## src/rtl/row_ingress_scheduler.sv

```systemverilog
// row_ingress_scheduler: feeds one AXI4-Stream frame into the 4-row line-buffer datapath,
// throttling the source with row credits returned by the datapath's row-complete pulses.
module row_ingress_scheduler #(
    parameter int IMAGE_WIDTH  = 512,
    parameter int IW_BIT_NUM   = 9,
    parameter int IMAGE_HEIGHT = 512,
    parameter int IH_BIT_NUM   = 9,
    parameter int NUM_BUFFERS  = 4
) (
    input  logic                  clk,
    input  logic                  reset,
    input  logic                  start,
    input  logic [7:0]            s_axis_tdata,
    input  logic                  s_axis_tvalid,
    input  logic                  s_axis_tlast,
    output logic                  s_axis_tready,
    output logic [7:0]            pix_out,
    output logic                  pix_out_valid,
    input  logic                  row_done_intr,
    output logic                  busy,
    output logic                  frame_done,
    output logic                  err_tlast,
    output logic                  err_intr,
    output logic [IH_BIT_NUM-1:0] rows_in,
    output logic [IH_BIT_NUM-1:0] rows_out
);
    localparam int CW = $clog2(NUM_BUFFERS + 1);
    typedef enum logic [1:0] {IDLE, STREAM, DRAIN, DONE} state_t;
    state_t state, state_next;
    logic [IW_BIT_NUM-1:0] col;
    logic [CW-1:0] credits;
    logic [IH_BIT_NUM-1:0] rows_out_next;
    logic accept, last_col, row_end, intr_live, cred_full, cred_inc;
    assign last_col      = col == IW_BIT_NUM'(IMAGE_WIDTH - 1);
    assign accept        = s_axis_tvalid & s_axis_tready;
    assign row_end       = accept & last_col;
    assign intr_live     = row_done_intr & (state != IDLE);
    assign cred_full     = credits == CW'(NUM_BUFFERS);
    assign cred_inc      = intr_live & ~cred_full;
    assign rows_out_next = rows_out + IH_BIT_NUM'(intr_live);
    always_ff @(posedge clk) state <= reset ? IDLE : state_next;
    // DRAIN exits on rows_out_next so the final row-complete pulse finishes the frame in its own cycle
    always_comb begin
        state_next = state;
        case (state)
            IDLE:   if (start) state_next = STREAM;
            STREAM: if (row_end && rows_in == IH_BIT_NUM'(IMAGE_HEIGHT - 1)) state_next = DRAIN;
            DRAIN:  if (rows_out_next >= IH_BIT_NUM'(IMAGE_HEIGHT - 2)) state_next = DONE;
            DONE:   state_next = IDLE;
        endcase
    end
    always_comb begin
        busy          = state != IDLE;
        frame_done    = state == DONE;
        s_axis_tready = (state == STREAM) && (credits != '0);
    end
    always_ff @(posedge clk) begin
        if (reset) begin
            col           <= '0;
            credits       <= CW'(NUM_BUFFERS);
            rows_in       <= '0;
            rows_out      <= '0;
            pix_out       <= '0;
            pix_out_valid <= 1'b0;
            err_tlast     <= 1'b0;
            err_intr      <= 1'b0;
        end else if (state == IDLE) begin
            pix_out_valid <= 1'b0;
            if (row_done_intr) err_intr <= 1'b1;
            if (start) begin
                col       <= '0;
                credits   <= CW'(NUM_BUFFERS);
                rows_in   <= '0;
                rows_out  <= '0;
                err_tlast <= 1'b0;
                err_intr  <= row_done_intr;
            end
        end else begin
            pix_out_valid <= accept;
            if (accept) pix_out <= s_axis_tdata;
            if (accept) col <= last_col ? '0 : col + 1'b1;
            if (row_end) rows_in <= rows_in + 1'b1;
            rows_out <= rows_out_next;
            credits  <= credits - CW'(row_end) + CW'(cred_inc);
            if (accept && (s_axis_tlast != last_col)) err_tlast <= 1'b1;
            if (row_done_intr && cred_full) err_intr <= 1'b1;
        end
    end
endmodule
```

## config.mk

```make
export PLATFORM = sky130hd
export DESIGN_NAME = row_ingress_scheduler
export DESIGN_NICKNAME = d
export VERILOG_FILES = /design/src/rtl/row_ingress_scheduler.sv
export SDC_FILE = /design/constraint.sdc
export NUM_CORES = 1
export LEC_CHECK = 0
export BUFFER_PORTS_ARGS = -buffer_cell sky130_fd_sc_hd__buf_4
export CORE_ASPECT_RATIO = 0.5
export CORE_MARGIN = 2
export CORE_UTILIZATION = 45
export CTS_CLUSTER_SIZE = 10
export DETAILED_ROUTE_END_ITERATION = 10
export PLACE_DENSITY = 0.67
export SLEW_MARGIN = 20
export SYNTH_ARGS = -nofsm -noshare
export SYNTH_HDL_FRONTEND = slang
export SYNTH_SLANG_ARGS = --single-unit
```

## constraint.sdc

```tcl
create_clock -name clk -period 4.4 [get_ports clk]
set_input_delay 0.44 -clock clk [delete_from_list [all_inputs] [get_ports clk]]
set_output_delay 0.44 -clock clk [all_outputs]
set_load 0.05 [all_outputs]
```

==> impl_metrics.env, run 1 <==
export IMPL_async_flop_share_pct=0
export IMPL_routed_wl_um=5330
export IMPL_dr_first_iter_drc_count=70
export IMPL_syn_num_nets=313
export IMPL_fill_cells=486
export IMPL_synth_top_area_share_pct=37.8
export IMPL_hold_class="in2reg"
export IMPL_grt_pass1_vias=1940
export IMPL_yosys_area_share_adder_pct=7.48
export IMPL_hold_slack_ns=0.377
export IMPL_ios=46
export IMPL_switchingPower_uw=462
export IMPL_period_share_pct=74.5
export IMPL_syn_area_mm2=0.00227
export IMPL_skew_ns=0.00668
export IMPL_period_needed_ns=3.28
export IMPL_ys_flop_type="dfxtp_1"
export IMPL_die_w_um=105
export IMPL_avgViaCountPerCell=5.51
export IMPL_synthMostInstantiatedCell="dfxtp_1"
export IMPL_first_pass_iters=4
export IMPL_reg2reg_from="col[0]"
export IMPL_combPwrFrac_pct=37.9
export IMPL_num_antenna_cells=0
export IMPL_cts_hold_buf=0
export IMPL_endpoint_kind="register"
export IMPL_drc=0
export IMPL_final_area_mm2=0.00274
export IMPL_p_seq_share_pct=37.6
export IMPL_slowest_stage="dfxtp_1"
export IMPL_regArea_um2=861
export IMPL_path_clk_slew_ns=0.09
export IMPL_synth_seq_cells=43
export IMPL_grt_pass1_wl_um=8890
export IMPL_start_util_pct=46.5
export IMPL_cts_tree="yes"
export IMPL_syn_area_per_cell_um2=7.95
export IMPL_grt_max_degree=47
export IMPL_clockPowerShare_pct=24.5
export IMPL_synth_distinct_cells=42
export IMPL_via_count=2176
export IMPL_die_area_mm2=0.00567
export IMPL_cpLargestDelayFamily="adder cells"
export IMPL_drive_gt1_share_pct=17.8
export IMPL_post_cts_setup_buffer_count=0
export IMPL_hpwl_um=3700
export IMPL_crit_start="col[0]"
export IMPL_cpPeakStageDelay_ns=0.38
export IMPL_place_congestion=0.828
export IMPL_synth_xor_xnor_area_share_pct=1.16
export IMPL_critPathKind="reg2reg"
export IMPL_ant_nets=0
export IMPL_final_nets=351
export IMPL_fin_ws_ns=1.12
export IMPL_synthTopCellsByCount="dfxtp_1, nor2_1, a21oi_1"
export IMPL_grt_antenna_before_repair=0
export IMPL_status="finished, final reports clean"
export IMPL_insertion_delay_ns=0.31
export IMPL_tns_ns=0
export IMPL_htreeDepth=2
export IMPL_cts_buffers=5
export IMPL_synthToLayoutAreaGrowth_pct=20.6
export IMPL_synthMuxAreaShare_pct=0.440
export IMPL_min_delay_start="s_axis_tdata[6]"
export IMPL_rsz0062_at_grt="false"
export IMPL_synth_top_family_by_area="simple AND/OR/NAND/NOR gates"
export IMPL_slew_headroom_pct=40.8
export IMPL_placed_area_mm2=0.00265
export IMPL_cts_resized_gates=0
export IMPL_fmax_mhz=305
export IMPL_die_height_um=54.3
export IMPL_root_buffer="clkbuf_8"
export IMPL_yosys_area_top_type="dfxtp_1"
export IMPL_avgRoutedWirePerCell_um=13.5
export IMPL_worstMarginPinSlew_ns=0.881
export IMPL_multi_input_area_mm2=0.00132
export IMPL_power_total_mw=1.12
export IMPL_cap_violations=0
export IMPL_arrival_ns=3.48
export IMPL_setup_violations_final=0
export IMPL_design_core_area_mm2=0.00489
export IMPL_ys_seq_area_share_pct=37.8
export IMPL_cpMostUsedCell="ha_1"
export IMPL_cp_max_fo=7
export IMPL_cp_start_kind="register"
export IMPL_synth_simple_area_share_pct=27.1
export IMPL_dp_slack_ns=1.17
export IMPL_syn_inst=286
export IMPL_power_density_mw_per_mm2=408
export IMPL_row_count=18
export IMPL_netSwitchingFraction_pct=41.3
export IMPL_critPathBufInv=3
export IMPL_p_leak_nw=1.10
export IMPL_intPower_uw=657
export IMPL_synth_compound_area_share_pct=21.9
export IMPL_peakVddDrop_mv=0.173
export IMPL_drv_slew=0
export IMPL_ys_warn_count=0
export IMPL_path_cells="ha_1 > and3_1 > and3_1 > and3_1 > ha_1 > inv_1 > nor2_1 > ha_1 > inv_1 > ha_1 > inv_1 > fa_1 > xor2_1 > o21ai_0 > nand2b_1 > a21o_1"
export IMPL_port_buffers=45
export IMPL_hold_viol=0
export IMPL_synth_edf_count=0
export IMPL_clock_sink_count=43
export IMPL_ys_top_cells_by_area="dfxtp_1, a21oi_1, ha_1, nor2_1, o21ai_0"
export IMPL_overflow=0
export IMPL_cp_required_ns=4.61
export IMPL_grt_use_total_pct=19.7
export IMPL_cts_buffer_depth=2
flip-flops by register name (all words and copies together) (netlist names):
register and cells:
rows_in 9, err_intr 1, rows_out 9, err_tlast 1, pix_out_valid 1, pix_out 8
col 9, credits 3, state 2
stage by stage:
step                      util, %  cells
after detailed placement     54.1    387
after global routing         56.1    395
final                        56.1    395
after floorplan                 -    286
after CTS                    56.1    395
after global placement       54.1    387
routing by layer:
layer	share of wire, %	track usage (%)	vias to the layer above
met1	49	24.5	1020
met4	1.4	6.08	0
met3	3.1	4.40	7
li1	-	-	1110
met2	47	35.7	39
met5	0	0	-
power by group through the flow:
stage / Clock (mW) / Sequential, mW / Combinational [mW]
2_1_floorplan: 0 / 0.461 / 0.276
3_3_place_gp: 0 / 0.429 / 0.417
3_5_place_dp: 0 / 0.430 / 0.423
4_1_cts: 0.282 / 0.421 / 0.424
5_1_grt: 0.300 / 0.424 / 0.471
6_report: 0.274 / 0.421 / 0.424
layout make-up:
| cell class | count | area share (%) |
|---|---|---|
| multi-input combinational | 221 | 48.2 |
| tap | 70 | 3.19 |
| sequential | 43 | 31.4 |
| timing repair buffer | 47 | 12.9 |
| inverter | 6 | 0.821 |
| clock buffer | 6 | 3.01 |
| clock inverter | 2 | 0.593 |
tightest hold or removal path, delay by kind of cell:
kind,cells,cell delay [ns]
and+or+nand+nor,1,0.04
AOI/OAI and AO/OA,1,0.05
buffers and inverters,1,0.11
cells by family (layout without fill, tap and decap cells):
group / Yosys count / in the layout
mux: 1 / 1
buf+inv: 22 / 61
compound gates: 81 / 81
simple gates: 123 / 123
flops: 43 / 43
xor+xnor: 3 / 3
fa+ha+maj: 13 / 13
worst paths after layout:
| path | endpoint | slack [ns] | depth (start not counted) |
|---|---|---|---|
| max reg2reg | credits[2] | 1.12 | 16 |
| min | pix_out[6] | 0.38 | 3 |
| min reg2reg | pix_out[5] | 0.48 | 2 |
| max | credits[2] | 1.12 | 16 |
cells in the final DEF (no fill, tap or decap), types with 2 or more instances in the layout:
master    instances
a311oi_1          4
and2_1            5
nand3_1          11
a41oi_1           2
nor2_1           37
nand3b_1          9
a211oi_1          2
clkbuf_8          6
o211ai_1          3
ha_1             12
xor2_1            3
nand2b_1          3
and3_1            8
nand2_1          24
dfxtp_1          43
nand4b_1          3
nor4_1            2
nor3_1           10
a21o_1            3
a21oi_1          32
o21ai_0          21
or3_1             4
nor2b_1           3
o31ai_1           3
a22oi_1           4
buf_4            47
inv_1             6
No activity file was read; power rests on OpenSTA's default activity.
==> inputs of run 2 (changes only) <==
==> constraint.sdc (replaced) <==
create_clock -name clk -period 3.2 [get_ports clk]
set_input_delay 0.32 -clock clk [delete_from_list [all_inputs] [get_ports clk]]
set_output_delay 0.32 -clock clk [all_outputs]
set_load 0.05 [all_outputs]
==> impl_metrics.env, run 2 (synthesis results as in run 1) <==
export IMPL_status="finished, final reports clean"
export IMPL_intPower_mw=1.04
export IMPL_hold_slack_ns=0.259
export IMPL_hold_class="in2reg"
export IMPL_peakVddDrop_mv=0.247
export IMPL_drc=0
export IMPL_avgRoutedWirePerCell_um=13.6
export IMPL_worstMarginPinSlew_ns=0.982
export IMPL_grt_pass1_vias=1891
export IMPL_tns_ns=0
export IMPL_synthToLayoutAreaGrowth_pct=23.2
export IMPL_netSwitchingFraction_pct=37.7
export IMPL_cts_buffer_depth=2
export IMPL_insertion_delay_ns=0.30
export IMPL_cpPeakStageDelay_ns=0.34
export IMPL_avgViaCountPerCell=5.49
export IMPL_period_share_pct=92.6
export IMPL_port_buffers=45
export IMPL_first_pass_iters=4
export IMPL_p_leak_nw=1.13
export IMPL_cts_tree="yes"
export IMPL_grt_use_total_pct=19.1
export IMPL_drv_slew=0
export IMPL_setup_violations_final=0
export IMPL_combPwrFrac_pct=35.1
export IMPL_hold_viol=0
export IMPL_final_common_cell="buf_4"
export IMPL_cts_buffers=5
export IMPL_die_w_um=105
export IMPL_path_cells="ha_1 > and3_4 > and3_1 > and3_1 > ha_1 > inv_2 > nor2_1 > ha_1 > inv_1 > ha_1 > inv_1 > fa_2 > xor2_1 > o21ai_1 > nand2b_1 > a21o_1"
export IMPL_reg_top3="col: 9 flops, rows_in: 9 flops, rows_out: 9 flops"
export IMPL_row_count=18
export IMPL_hpwl_um=3700
export IMPL_endpoint_kind="register"
export IMPL_ios=46
export IMPL_num_antenna_cells=0
export IMPL_path_clk_slew_ns=0.08
export IMPL_cp_max_fo=4
export IMPL_skew_ns=0.00480
export IMPL_start_util_pct=46.5
export IMPL_place_congestion=0.783
export IMPL_design_core_area_mm2=0.00489
export IMPL_cpMostUsedCell="ha_1"
export IMPL_clock_sink_count=43
export IMPL_die_height_um=54.3
export IMPL_layout_common_cells="buf_4, dfxtp_1, nor2_1"
export IMPL_period_needed_ns=2.96
export IMPL_cp_required_ns=3.40
export IMPL_root_buffer="clkbuf_8"
export IMPL_arrival_ns=3.16
export IMPL_final_nets=353
export IMPL_die_area_mm2=0.00567
export IMPL_htreeDepth=2
export IMPL_rsz0062_at_grt="false"
export IMPL_overflow=0
export IMPL_reg2reg_depth=16
export IMPL_grt_pass1_wl_um=8630
export IMPL_power_density_mw_per_mm2=597
export IMPL_slew_headroom_pct=34.4
export IMPL_holdPathStages=3
export IMPL_via_count=2181
export IMPL_post_cts_setup_buffer_count=0
export IMPL_ant_nets=0
export IMPL_grt_max_degree=47
export IMPL_grt_antenna_before_repair=0
export IMPL_fmax_mhz=337
export IMPL_slowest_stage="dfxtp_2"
export IMPL_p_seq_share_pct=34.6
export IMPL_switchingPower_uw=631
export IMPL_cap_violations=0
export IMPL_dr_first_iter_drc_count=97
export IMPL_routed_wl_um=5420
export IMPL_cp_start_kind="register"
export IMPL_clockPowerShare_pct=30.3
export IMPL_drive_gt1_share_pct=19.3
export IMPL_critPathKind="reg2reg"
run 2: final timing paths:
path / start / end / slack (ns)
setup reg to reg: col[0] / credits[2] / 0.24
hold reg to reg: col[7] / col[7] / 0.48
setup / recovery: col[0] / credits[2] / 0.24
hold / removal: s_axis_tdata[2] / pix_out[2] / 0.26
run 2: critical path, delay by kind of cell, from the launching register on:
family | cells | cell delay [ns]
AOI/OAI and AO/OA | 2 | 0.27
adders and majority gates | 5 | 1.19
and+or+nand+nor | 5 | 0.70
buffers and inverters | 3 | 0.19
xor gates and xnor gates | 1 | 0.16
DFF | 1 | 0.34
run 2: power by group through the flow:
stage	logic, mW	registers [mW]	clock network [mW]
final	0.587	0.579	0.506
after global routing	0.648	0.583	0.536
after CTS	0.588	0.579	0.515
after detailed placement	0.585	0.591	0
after global placement	0.575	0.590	0
after floorplan	0.380	0.634	0
run 2: per-layer routing:
layer | global-route usage (%) | vias to the layer above | routed length [um]
met2 | 34.3 | 43 | 2520
met1 | 23.5 | 1024 | 2620
met3 | 4.29 | 10 | 213
li1 | - | 1104 | -
met4 | 6.76 | 0 | 68
met5 | 0 | - | 0
run 2: area by class of cell:
cell class	count	area, um2
multi-input combinational	221	1330
sequential	43	862
inverter	6	22.5
clock inverter	2	60.1
fill	462	2090
tap	70	87.6
clock buffer	6	72.6
timing repair buffer	49	368
run 2: what timing repair did:
item,CTS,global route
endpoints found under the hold margin,0,0
hold buffers,0,0
resized for setup,0,5
setup endpoints to repair,0,1
run 2: metrics by stage:
stage / area [um2] / instances / worst slack (ns) / util [%] / power, mW
CTS: 2790 / 397 / 0.0826 / 57.1 / 1.68
global placement: 2660 / 389 / 0.190 / 54.4 / 1.16
global route: 2800 / 397 / 0.0546 / 57.3 / 1.77
detailed placement: 2660 / 389 / 0.107 / 54.4 / 1.18
finish: 2800 / 397 / 0.237 / 57.3 / 1.67
floorplan: 2270 / 286 / 0.159 / - / 1.01
